File: config.mk
export PLATFORM = sky130hd
export DESIGN_NAME = mm_register_master
export DESIGN_NICKNAME = d
export VERILOG_FILES = /design/src/rtl/mm_register_master.sv
export SDC_FILE = /design/constraint.sdc
export NUM_CORES = 1
export LEC_CHECK = 0
export BUFFER_PORTS_ARGS = -buffer_cell sky130_fd_sc_hd__buf_2
export CAP_MARGIN = 20
export CORE_ASPECT_RATIO = 1.4
export CORE_MARGIN = 3
export CORE_UTILIZATION = 52
export CTS_CLUSTER_DIAMETER = 120
export CTS_CLUSTER_SIZE = 16
export DETAILED_ROUTE_END_ITERATION = 6
export PLACE_DENSITY = 0.83
export SLEW_MARGIN = 10
export SYNTH_ARGS = -nofsm -noshare
export SYNTH_HDL_FRONTEND = slang
export SYNTH_SLANG_ARGS = --single-unit
File: constraint.sdc
create_clock -name clk -period 7 [get_ports clk]
set_clock_uncertainty 0.05 [all_clocks]
set_input_delay 1.05 -clock clk [delete_from_list [all_inputs] [get_ports clk]]
set_output_delay 1.05 -clock clk [all_outputs]
set_load 0.05 [all_outputs]
File: src/rtl/mm_register_master.sv
// Avalon-MM register master: turns single local commands into one MM read or write
// and returns exactly one response per command, with a timeout for stalled slaves.
module mm_register_master #(
    parameter int unsigned ADDRESS_SIZE   = 8,
    parameter int unsigned REG_SIZE       = 32,
    parameter int unsigned TIMEOUT_CYCLES = 255
) (
    input  logic                    clk,
    input  logic                    rst,
    input  logic                    cmd_valid,
    output logic                    cmd_ready,
    input  logic                    cmd_write,
    input  logic [ADDRESS_SIZE-1:0] cmd_address,
    input  logic [REG_SIZE-1:0]     cmd_writedata,
    output logic                    rsp_valid,
    output logic [REG_SIZE-1:0]     rsp_readdata,
    output logic                    rsp_error,
    output logic [ADDRESS_SIZE-1:0] mm_address,
    output logic [REG_SIZE-1:0]     mm_writedata,
    output logic                    mm_write,
    output logic                    mm_read,
    input  logic [REG_SIZE-1:0]     mm_readdata,
    input  logic                    mm_readdatavalid,
    input  logic                    mm_waitrequest
);

    localparam int unsigned CNT_W = $clog2(TIMEOUT_CYCLES + 1);

    typedef enum logic [1:0] {IDLE, REQ, WAIT_RD, RESP} state_t;

    state_t                  state, state_nx;
    logic [CNT_W-1:0]        cnt, cnt_nx;
    logic [ADDRESS_SIZE-1:0] address_nx;
    logic [REG_SIZE-1:0]     writedata_nx, readdata_nx;
    logic                    write_nx, read_nx, rsp_valid_nx, rsp_error_nx;
    logic                    timeout_c;

    assign timeout_c = (cnt == CNT_W'(TIMEOUT_CYCLES));
    assign cmd_ready = (state == IDLE);

    // Next-state and next-output logic; every register holds unless changed below.
    always_comb begin
        state_nx     = state;
        cnt_nx       = cnt;
        address_nx   = mm_address;
        writedata_nx = mm_writedata;
        write_nx     = mm_write;
        read_nx      = mm_read;
        rsp_valid_nx = 1'b0;
        readdata_nx  = rsp_readdata;
        rsp_error_nx = rsp_error;

        case (state)
            IDLE: begin
                if (cmd_valid) begin
                    address_nx   = cmd_address;
                    writedata_nx = cmd_writedata;
                    write_nx     = cmd_write;
                    read_nx      = !cmd_write;
                    cnt_nx       = '0;
                    state_nx     = REQ;
                end
            end
            REQ: begin
                if (!mm_waitrequest) begin
                    write_nx = 1'b0;
                    read_nx  = 1'b0;
                    if (mm_write) begin
                        readdata_nx  = '0;
                        rsp_error_nx = 1'b0;
                        rsp_valid_nx = 1'b1;
                        state_nx     = RESP;
                    end else begin
                        cnt_nx   = '0;
                        state_nx = WAIT_RD;
                    end
                end else if (timeout_c) begin
                    write_nx     = 1'b0;
                    read_nx      = 1'b0;
                    readdata_nx  = {REG_SIZE{1'b1}};
                    rsp_error_nx = 1'b1;
                    rsp_valid_nx = 1'b1;
                    state_nx     = RESP;
                end else begin
                    cnt_nx = cnt + CNT_W'(1);
                end
            end
            WAIT_RD: begin
                if (mm_readdatavalid) begin
                    readdata_nx  = mm_readdata;
                    rsp_error_nx = 1'b0;
                    rsp_valid_nx = 1'b1;
                    state_nx     = RESP;
                end else if (timeout_c) begin
                    readdata_nx  = {REG_SIZE{1'b1}};
                    rsp_error_nx = 1'b1;
                    rsp_valid_nx = 1'b1;
                    state_nx     = RESP;
                end else begin
                    cnt_nx = cnt + CNT_W'(1);
                end
            end
            RESP: begin
                state_nx = IDLE;
            end
            default: begin
                state_nx = IDLE;
            end
        endcase
    end

    // State and output registers; reset clears request lines immediately.
    always_ff @(posedge clk or posedge rst) begin
        if (rst) begin
            state        <= IDLE;
            cnt          <= '0;
            mm_address   <= '0;
            mm_writedata <= '0;
            mm_write     <= 1'b0;
            mm_read      <= 1'b0;
            rsp_valid    <= 1'b0;
            rsp_readdata <= '0;
            rsp_error    <= 1'b0;
        end else begin
            state        <= state_nx;
            cnt          <= cnt_nx;
            mm_address   <= address_nx;
            mm_writedata <= writedata_nx;
            mm_write     <= write_nx;
            mm_read      <= read_nx;
            rsp_valid    <= rsp_valid_nx;
            rsp_readdata <= readdata_nx;
            rsp_error    <= rsp_error_nx;
        end
    end

endmodule

==> results.yml <==
status:
  status: "completed"
clock_tree:
  root_buffer: "clkbuf_8"
  cts_resized: 0
  clk_latency_ns: 0.34
  cts_sinks: 86
  h-tree-depth: 3
  post-cts-setup-buffer-count: 0
  cts.path.max_buffers: 2
  cts_buffers: 9
  clkSlewWorstSetupHoldPaths_ns: 0.08
  tritoncts: "done"
  ctsHoldBuffers: 0
layout:
  num-nets-final: 557
  design_area_sq_mm: 0.00486
  final_cell_mix: "buf_2, dfrtp_1, mux2_2, nand2_1, a211oi_1"
  drive_gt1_share_pct: 49.0
  area_growth_pct: 26.6
  fill_cells: 512
  regArea_sq_mm: 0.00215
  antennaDiodeCount: 0
  final_common_cell: "buf_2"
  final_util_pct: 68.8
  multi_input_area_sq_mm: 0.00157
timing:
  worst_pin_slew_ns: 0.978
  fmax_ghz: 0.381
  period_needed_ns: 2.62
  max_slew_margin_pct: 34.6
  rsz0062_at_grt: "no"
  setup_tns_ns: 0
  final-setup-viol-count: 0
  layout_setup_ws_ns: 4.38
  hold_viol: 0
  finalMaxSlewViolations: 0
  fin_crit_sh_pct: 37.5
worst_setup_path:
  worstPathArrival_ns: 1.52
  end_kind: "output pin"
  critPathMaxFanout: 8
  start_kind: "register"
  critical_path_required_ns: 5.90
  crit_type: "reg2out"
placement:
  place_hpwl_um: 6320
  place.gp.congestion: 0.758
  pre_cts_ws_ns: 4.23
  port_buffers: 154
  placed_area_sq_mm: 0.00467
global_routing:
  grt_pass1_vias: 3030
  grt.overflow.total: 0
  antenna_found_initial: 0
  grt_usage_pct: 20.8
  grt_pass1_wl_um: 14000
  grt_max_degree: 75
power:
  powerDensity_mw_per_mm2: 554
  peakVddDrop_uv: 399
  total_power_w: 0.00269
  leakagePower_nw: 2.42
route:
  vias: 3107
  finalWirelength_um: 8820
  ant_nets: 0
  drt_iter0_drc: 235
  post-route-drc-count: 0
  dr.pass1.iters: 4
  avgRoutedWirePerCell_um: 15.4
  vias_per_cell: 5.42
logic_synthesis:
  seq_area_frac_synth_pct: 56.0
  synth_area_sq_mm: 0.00384
  syn_inst: 323
  synth-async-reset-ratio_pct: 100
  yosys_most_used_dff: "dfrtp_1"
  synth_area_per_cell_sq_um: 11.9
  syn-num-nets: 407
  synth_edf_count: 0
  synth_seq_cells: 86
  ys.warnings.count: 0
  ys_types: 39
job:
  cap_violations: 0
worst_hold_path:
  holdCritPathClass: "reg2reg"
die:
  die_h_um: 108
  start_util_pct: 54.3
  io_pins: 155
  core_area_sq_mm: 0.00707
  dieArea_sq_mm: 0.00847
  rows: 36
  die_w_um: 78.6
-- metrics by stage --
stage | instances | hold WS [ns]
6_report | 573 | 0.455
4_1_cts | 573 | 0.459
2_1_floorplan | 323 | 0.467
5_1_grt | 573 | 0.475
3_5_place_dp | 557 | 0.438
3_3_place_gp | 557 | 0.434
-- metal layers --
metal / wire length (um) / track usage (%) / vias to the layer above / part of all wire, %
li1: - / - / 1481 / -
met2: 4640 / 35.7 / 109 / 53
met3: 540 / 3.94 / 14 / 6.1
met5: 0 / 0 / - / 0
met1: 3470 / 25.5 / 1503 / 39
met4: 162 / 8.75 / 0 / 1.8
-- sequential cells by signal (all words and copies together), names as in the netlist --
name / cells
rsp_readdata: 32
mm_read: 1
mm_write: 1
mm_address: 8
mm_writedata: 32
rsp_error: 1
state: 2
cnt: 8
rsp_valid: 1
-- synthesized netlist by cell type, types with 2 or more instances --
| cell | n | area share [%] |
|---|---|---|
| inv_1 | 6 | 0.59 |
| and3_1 | 3 | 0.49 |
| dfrtp_1 | 86 | 56 |
| a21oi_2 | 10 | 2.3 |
| ha_1 | 6 | 2.0 |
| o21a_1 | 2 | 0.39 |
| mux2_2 | 41 | 12 |
| a211oi_1 | 33 | 6.4 |
| a21oi_1 | 33 | 4.3 |
| nand2_1 | 37 | 3.6 |
| buf_4 | 2 | 0.39 |
| nand3_1 | 2 | 0.26 |
| a22o_1 | 2 | 0.46 |
| buf_6 | 3 | 0.88 |
| buf_2 | 6 | 0.78 |
| nor2_1 | 8 | 0.78 |
| clkbuf_1 | 4 | 0.39 |
| nand2b_1 | 3 | 0.49 |
| o2bb2ai_1 | 2 | 0.46 |
| nor2b_1 | 2 | 0.33 |
| a41oi_1 | 3 | 0.68 |
| a31oi_1 | 3 | 0.49 |
| buf_1 | 4 | 0.39 |
| o21ai_0 | 7 | 0.91 |
-- cells by family after synthesis --
family	synth area share [%]
AOI/OAI and AO/OA	18.3
adders and majority gates	1.95
DFF	56.0
muxes	12.0
and+or+nand+nor	8.24
buffers and inverters	3.42
-- path summary, 6_finish.rpt --
path | startpoint | end | slack (ns) | cells after the start
max in group asynchronous | rst | rsp_readdata[19] | 5.20 | 3
max reg2reg | state[1] | rsp_readdata[14] | 4.56 | 6
min | mm_writedata[6] | mm_writedata[6] | 0.46 | 1
min reg2reg | mm_writedata[6] | mm_writedata[6] | 0.46 | 1
max | state[1] | cmd_ready | 4.38 | 3
min in group asynchronous | rst | mm_writedata[28] | 0.54 | 2
-- power by group --
| part | total [W] | switching [W] | internal, W |
|---|---|---|---|
| registers | 0.000822 | 0.000114 | 0.000708 |
| clock network | 0.000345 | 0.000178 | 0.000167 |
| logic | 0.00153 | 0.00112 | 0.000411 |
-- cell type report --
type                            instances  area share, %
Sequential cell                        86           44.3
Multi-Input combinational cell        212           32.3
Timing Repair Buffer                  158           16.5
Clock buffer                            9           2.55
Tap cell                               95           2.44
Clock inverter                          7           1.49
Inverter                                6          0.489
-- critical path, stage by stage, from the launching register on --
cell and delay [ns]:
dfrtp_1 0.42, inv_1 0.12, ha_1 0.31, buf_2 0.32
Power figures use the tool's default switching activity.
